`config.mk`:
```
export PLATFORM = sky130hd
export DESIGN_NAME = down_counter_timer_flat
export DESIGN_NICKNAME = d
export VERILOG_FILES = /design/src/rtl/down_counter_timer_if.sv /design/src/rtl/down_counter_timer.sv /design/src/flat_wrapper.sv
export SDC_FILE = /design/constraint.sdc
export NUM_CORES = 1
export LEC_CHECK = 0
export ABC_AREA = 1
export CORE_AREA = 2 2 39 41
export DETAILED_ROUTE_END_ITERATION = 10
export DIE_AREA = 0 0 41 43
export DONT_BUFFER_PORTS = 1
export GPL_TIMING_DRIVEN = 0
export HOLD_SLACK_MARGIN = 0.03
export SYNTH_ARGS = -nofsm -noshare
export SYNTH_HDL_FRONTEND = slang
export SYNTH_SLANG_ARGS = --single-unit
```
`constraint.sdc`:
```
create_clock -name clk -period 3.07 [get_ports clk]
set_input_delay 0 -clock clk [delete_from_list [all_inputs] [get_ports clk]]
set_output_delay 0 -clock clk [all_outputs]
set_load 0.1 [all_outputs]
```
`src/rtl/down_counter_timer_if.sv`:
```
// Load handshake, count controls and status of the loadable down-counter/timer.
// master = requester/controller side, slave = timer side.
interface down_counter_timer_if #(
  parameter int WIDTH = 4
);
  logic             load_valid;
  logic [WIDTH-1:0] load_value;
  logic             load_ready;
  logic             enable;
  logic             abort;
  logic [WIDTH-1:0] count;
  logic             busy;
  logic             done;

  modport master (
    output load_valid, load_value, enable, abort,
    input  load_ready, count, busy, done
  );

  modport slave (
    input  load_valid, load_value, enable, abort,
    output load_ready, count, busy, done
  );
endinterface

```
`src/rtl/down_counter_timer.sv`:
```
// Loadable down-counter/timer with valid/ready load and a one-cycle done pulse.
// Optional periodic mode: define DOWN_COUNTER_AUTORELOAD_EN to reload the last
// accepted start value on terminal count instead of returning to IDLE.
module down_counter_timer #(
  parameter int WIDTH = 4
) (
  input logic clk,
  input logic reset,
  down_counter_timer_if.slave bus
);
  typedef enum logic {IDLE = 1'b0, RUN = 1'b1} state_t;

  localparam logic [WIDTH-1:0] ONE  = WIDTH'(1);
  localparam logic [WIDTH-1:0] ZERO = '0;

  state_t           state, state_n;
  logic [WIDTH-1:0] count_q, count_n;
  logic             done_q, done_n;
  logic             busy_q;
  logic             accept;
`ifdef DOWN_COUNTER_AUTORELOAD_EN
  logic [WIDTH-1:0] reload_q, reload_n;
`endif

  // Loads are only taken while idle; a requester holds load_valid until then.
  assign accept = bus.load_valid && (state == IDLE);

  // Next-state / next-count: abort beats enable and terminal count in RUN.
  always_comb begin
    state_n  = state;
    count_n  = count_q;
    done_n   = 1'b0;
`ifdef DOWN_COUNTER_AUTORELOAD_EN
    reload_n = reload_q;
`endif
    case (state)
      IDLE: begin
        if (accept) begin
`ifdef DOWN_COUNTER_AUTORELOAD_EN
          reload_n = bus.load_value;
`endif
          if (bus.load_value != ZERO) begin
            count_n = bus.load_value;
            state_n = RUN;
          end else begin
            // Zero-length delay: expire immediately without entering RUN.
            done_n = 1'b1;
          end
        end
      end
      RUN: begin
        if (bus.abort) begin
          count_n = ZERO;
          state_n = IDLE;
        end else if (bus.enable) begin
          if (count_q == ONE) begin
            done_n = 1'b1;
`ifdef DOWN_COUNTER_AUTORELOAD_EN
            count_n = reload_q;
`else
            count_n = ZERO;
            state_n = IDLE;
`endif
          end else begin
            count_n = count_q - ONE;
          end
        end
      end
      default: begin
        state_n = IDLE;
        count_n = ZERO;
      end
    endcase
  end

  // State and registered outputs; reset discards any countdown in flight.
  always_ff @(posedge clk or posedge reset) begin
    if (reset) begin
      state    <= IDLE;
      count_q  <= ZERO;
      done_q   <= 1'b0;
      busy_q   <= 1'b0;
`ifdef DOWN_COUNTER_AUTORELOAD_EN
      reload_q <= ZERO;
`endif
    end else begin
      state    <= state_n;
      count_q  <= count_n;
      done_q   <= done_n;
      busy_q   <= (state_n == RUN);
`ifdef DOWN_COUNTER_AUTORELOAD_EN
      reload_q <= reload_n;
`endif
    end
  end

  assign bus.load_ready = (state == IDLE);
  assign bus.count      = count_q;
  assign bus.busy       = busy_q;
  assign bus.done       = done_q;
endmodule
```
`src/flat_wrapper.sv`:
```
// flat-port wrapper written by rule: the top's interface ports become plain ports
module down_counter_timer_flat 
#(
  parameter int WIDTH = 4
)
  (clk, reset, bus_load_valid, bus_load_value, bus_enable, bus_abort, bus_load_ready, bus_count, bus_busy, bus_done);
  down_counter_timer_if #(.WIDTH(WIDTH)) bus_i ();
  input logic clk;
  input logic reset;
  input wire logic [$bits(bus_i.load_valid)-1:0] bus_load_valid;
  input wire logic [$bits(bus_i.load_value)-1:0] bus_load_value;
  input wire logic [$bits(bus_i.enable)-1:0] bus_enable;
  input wire logic [$bits(bus_i.abort)-1:0] bus_abort;
  output wire logic [$bits(bus_i.load_ready)-1:0] bus_load_ready;
  output wire logic [$bits(bus_i.count)-1:0] bus_count;
  output wire logic [$bits(bus_i.busy)-1:0] bus_busy;
  output wire logic [$bits(bus_i.done)-1:0] bus_done;
  assign bus_i.load_valid = bus_load_valid;
  assign bus_i.load_value = bus_load_value;
  assign bus_i.enable = bus_enable;
  assign bus_i.abort = bus_abort;
  assign bus_load_ready = bus_i.load_ready;
  assign bus_count = bus_i.count;
  assign bus_busy = bus_i.busy;
  assign bus_done = bus_i.done;
  down_counter_timer #(.WIDTH(WIDTH)) u_core (.clk(clk), .reset(reset), .bus(bus_i));
endmodule
```
=== Word-level counts from Yosys, hierarchy flattened ===
Cells that the tools add are included.

* Bits in registers: 6
* Input port bits: 9
* Output and inout port bits: 7

* Equality and inequality tests: 4
* Mux-type cells: 18
* Add/subtract/negate cells: 1
* Reduce and logical (&&, ||, !) cells: 3
* Bitwise logic cells: 1

{| class="wikitable"
|+ Operators with widths
! operator !! number
|-
| two-way mux 4 bit || 5
|-
| two-way mux 1 bit || 10
|-
| one-hot mux 4 bit (2 select lines) || 1
|-
| == test 4 x 1 -> 1 bit (second input constant) || 1
|-
| inequality test 2 x 1 -> 1 bit (second input constant) || 2
|-
| one-hot mux 1 bit (2 select lines) || 2
|-
| nonzero test 4 bit || 1
|-
| subtractor 4 x 1 -> 4 bit (second input constant) || 1
|-
| inequality test 3 bit (second input constant) || 1
|-
| AND reduction 3 bit || 1
|-
| logical AND 1 bit || 1
|-
| inverter 1 bit || 1
|}

=== Longest topological paths before layout ===
* Depth after elaboration: 5
* Gate-level depth with buffers: 7
* Depth with buffers taken out: 7

=== Least setup slack after synthesis ===
No wires, ideal clock.

* Kind: reg-to-reg
* Start: reg u_core.state
* End: reg u_core.count_q[0], in the netlist u_core.bus.count[0]
* Path buffers: 0
* Data required time: 2992 ps
* Slack: 1019 ps
* Arrival: 1972 ps
* Stages on the path, launching flop included: 7
* Setup time: 78 ps
* Cells stage by stage: dfrtp_1 -> inv_2 -> nor2_8 -> inv_2 -> o21ai_1 -> nand2_1 -> o21ai_1

* Word-level cells in the longest chain between the ends: 4
* Elaborated cells on any way between the ends: 7

{| class="wikitable"
|+ Ends and longest elaborated chain
! item !! line !! RTL
|-
| start: declaration || down_counter_timer.sv:16 || <nowiki>state_t state, state_n;</nowiki>
|-
| start signal: assignment || down_counter_timer.sv:87 || <nowiki>state <= state_n;</nowiki>
|-
| inverter 1 bit (*) || n/a ||
|-
| named net bus_load_ready || flat_wrapper.sv:14 || <nowiki>output wire logic [$bits(bus_i.load_ready)-1:0] bus_load_ready;</nowiki>
|-
| logical AND 1 bit || down_counter_timer.sv:26 || <nowiki>assign accept = bus.load_valid && (state == IDLE);</nowiki>
|-
| inequality test 2 x 1 -> 1 bit (no line) || n/a ||
|-
| AND reduction 3 bit (no line) || n/a ||
|-
| end signal: assignment || down_counter_timer.sv:88 || <nowiki>count_q <= count_n;</nowiki>
|-
| end: declaration || down_counter_timer.sv:17 || <nowiki>logic [WIDTH-1:0] count_q, count_n;</nowiki>
|}

Mark *: on every way through the listed nets, which the timed path passes. The rest lies on a longest branch.
A chain may end at the register's enable or synchronous reset.

=== Worst setup path in the final report ===
* Start: reg u_core.count_q[1], in the netlist u_core.bus.count[1]
* End: reg u_core.state

* Word-level cells in the longest chain between the ends: 5

{| class="wikitable"
|+ Ends and longest elaborated chain
! item !! line !! RTL
|-
| == test 4 x 1 -> 1 bit || down_counter_timer.sv:56 || <nowiki>if (count_q == ONE) begin</nowiki>
|-
| two-way mux 1 bit || down_counter_timer.sv:56 ||
|-
| two-way mux 1 bit || down_counter_timer.sv:55 || <nowiki>end else if (bus.enable) begin</nowiki>
|-
| two-way mux 1 bit || down_counter_timer.sv:52 || <nowiki>if (bus.abort) begin</nowiki>
|-
| one-hot mux 1 bit (2 select lines) || down_counter_timer.sv:36 || <nowiki>case (state)</nowiki>
|-
| named net u_core.state_n || down_counter_timer.sv:16 ||
|}

The timed path passes the listed nets, and every way through them passes these cells.

==> results by group <==
Run status
  – Outcome: finished, final reports clean

Floorplanning
  – Horiz. Die Dim: ~41 microns
  – Initial Util: 0.304
  – Core Region: 1380 sq um
  – Site Rows: 14
  – Num ports: 16
  – DIE HEIGHT: ~43 microns
  – Die Footprint: around 1800 sq um

Placement
  – Post-DP HPWL: 695 microns
  – DP Worst Slack: 949 ps
  – Cells after DPL: 72
  – Routability cong.: 0.776
  – Buffers added on ports: 0

STA
  – FMAX: 358 MHz
  – Final Setup Violations: 0
  – Worst Tran Pin Value: 1010 ps
  – Setup Total Neg Slack: 0 ps
  – Min Clock Period, post-route: between 2000 and 3000 ps
  – Worst hold margin: between 70 and 80 ps
  – Final worst setup slack: between 200 and 300 ps
  – Max Slew Vio Count: 0
  – RSZ-0062 raised after global routing: no
  – Final Hold Viols: 0
  – Worst Clk Skew: slightly below 5 ps
  – Period utilisation layout: 0.910
  – Worst rel slew slack: 0.326

Critical path
  – Crit-path slowest cell: dfrtp_1
  – Worst setup path category: reg -> reg
  – Critical Path AT: slightly below 3000 ps
  – Worst R2R Setup Slack: 280 ps
  – Cells on worst reg2reg path: 7
  – Setup crit end kind: flip-flop
  – Largest delay contributor family on the critical path: buffers and inverters
  – Required time of the critical path: ~3300 ps
  – Slowest stage delay, CP: 940 ps
  – WP depth: 7
  – Maximum fanout along the worst path: 3
  – R2r startpoint: u_core.bus.count[1]
  – Crit path buf inv count: 3
  – CP startpoint kind: flip-flop
  – Cell breakdown of the critical path: inv_1 -> ha_1 -> nand3_1 -> nand2_1 -> dlygate4sd3_1 -> nand2_1 -> dlygate4sd3_1
  – Worst reg2reg path endpoint: u_core.state

Layout
  – Most frequent cells in the layout: 15 x nand2_1, 10 x dlygate4sd3_1, 8 x nor2_1, 5 x inv_1, 5 x dfrtp_1
  – Most common cell after layout, fill and taps aside: nand2_1
  – Antenna fix cells: 0
  – Share of layout cells above drive strength 1: 0.203
  – Layout area overhead: 34.2%
  – Final cell count without fillers: 85
  – Final Util: 0.408
  – Nets: 82

Detailed routing
  – Post-DRT Antenna Nets: 0
  – Vias per inst: about 4.5
  – DRT iter0 DRCs: 5
  – Vias: 386
  – DRC Markers: 0
  – WL/cell: 11.2 microns
  – Total wire length: approximately 960 microns
  – Pre-antenna DRT Iters: 4

Logic synthesis
  – Syn Inst Count: 56
  – Syn_area_per_cell: 7.51 sq um
  – Adder-Cell Fraction of Synth Area: 0.0595
  – Cell taking the most area after synthesis: dfrtp_1
  – Cells taking the most area after synthesis: dfrtp_1 36%, nand2_1 13%, nor2_1 7.1%
  – #FFs+latches synth: 6
  – Net Count, Synth: 67
  – Seq/Total Area, Yosys: 0.357
  – Number of distinct library cells after synthesis: 15
  – Post-synthesis compound-gate area fraction: 0.101
  – YS warnings: 0
  – Xor/xnor share of the synthesized area: 0.0208
  – Simple-gate share of the synthesized area: 0.399
  – Largest family of logic cells by synthesized area: simple AND/OR/NAND/NOR gates
  – Area share of the largest cell type after synthesis: 0.357
  – Cell Area, Synth: 420 sq um
  – Mux contribution to synthesized area: 0

Power
  – Worst vdd ir: 0.533 mV
  – Net switching power: about 0.00038 W
  – Combinational power share: 0.318
  – Cell Int Power: 0.000218 W
  – Clk pwr share: 0.128
  – Switching power share of the total: 0.637
  – Reg power frac: 0.554
  – Pwr Density: 1060 nW/um^2
  – Leak Pwr: 0.276 nW

Clock network
  – H-tree lvl count: 1
  – Post-CTS Setup Bufs: 0
  – CTS max path bufs: 2
  – Clk sink count: 6
  – Worst-Skew Late Latency: 250 ps
  – Reg clk slew, reported paths: around 50 ps
  – CTS tree: built
  – CTS Root Buffer Type: clkbuf_4
  – Num CTS Buffers: 3

Hold path
  – Min-delay src: bus_load_value[1]
  – Worst hold path type: in -> reg
  – End of the worst hold path: u_core.bus.count[2]
  – Hold path depth: 5

GRT
  – Total grt overflow: 0
  – Pin count of the biggest net entering global routing: 8
  – Total GRT Usage: 0.143
  – Vias in the first global route: 354
  – First-pass GRT wire length: 1530 microns
  – Initial antenna violation count: 0

Run
  – Max-Cap Viols: 0
==> power groups by stage <==
stage | sequential [W] | combinational [W] | clock [W]
floorplan | 0.000325 | 0.000155 | 0
global placement | 0.000332 | 0.000174 | 0
detailed placement | 0.000334 | 0.000175 | 0
CTS | 0.000332 | 0.000192 | 0.0000783
global route | 0.000338 | 0.000216 | 0.0000870
finish | 0.000332 | 0.000191 | 0.0000770
==> area by class of cell <==
class	count	area, sq um
inverters	7	26.3
fillers	136	820
flip-flops and latches	6	151
well taps	16	20.0
multi-input cells	43	244
clock buffers	3	22.5
repair buffers	10	100
==> how the worst max path moves through the flow <==
stage	start	endpoint	slack [ps]
global placement	u_core.state	u_core.bus.count[0]	950
detailed placement	u_core.state	u_core.bus.count[1]	950
floorplan	u_core.state	u_core.bus.count[0]	1020
global route	u_core.bus.count[1]	u_core.state	170
finish	u_core.bus.count[1]	u_core.state	280
CTS	u_core.state	u_core.state	40
==> layer usage <==
layer | global-route usage | share of wire | up-vias
met3 | 0.0681 | 0.055 | 4
li1 | - | - | 203
met5 | 0 | 0 | -
met2 | 0.219 | 0.53 | 8
met1 | 0.143 | 0.39 | 171
met4 | 0.100 | 0.030 | 0
==> metrics by stage <==
stage | total power [W] | cell area (sq um)
after global placement | 0.000506 | 440
final | 0.000600 | 564
after global routing | 0.000641 | 564
after floorplan | 0.000479 | 420
after detailed placement | 0.000509 | 440
after CTS | 0.000603 | 563
==> registers in the layout, summed over array words and instances (netlist names) <==
| register | count |
|---|---|
| u_core.bus.count | 4 |
| u_core.bus.done | 1 |
| u_core.state | 1 |
==> synth_stat cells <==
library cell,instances
ha_1,2
nand3_1,4
nand2_1,15
inv_2,2
dfrtp_1,6
nor2_8,1
nand2_2,2
inv_1,5
o21ai_2,2
nor2_1,8
nand2_4,2
xnor2_1,1
o21ai_1,3
nor2_2,1
o21ai_0,2
==> cells by family (layout without fill, tap and decap cells) <==
family	after synthesis	count (layout)
simple gates	33	33
flops	6	6
compound gates	7	7
fa+ha+maj	2	2
buf+inv	7	20
xor+xnor	1	1
==> worst reg2reg max path, delay by kind of cell, from the launching register on <==
family                     cells  cell delay (ps)
buffers and inverters          3             1320
DFF                            1              940
and+or+nand+nor                3              230
adders and majority gates      1              250
==> timing repair <==
action                                 CTS  global route
endpoints found under the hold margin   12             0
hold buffers                            10             0
resized for setup                        0             1
setup endpoints to repair                0             1
(Power assumes the default switching activity.)
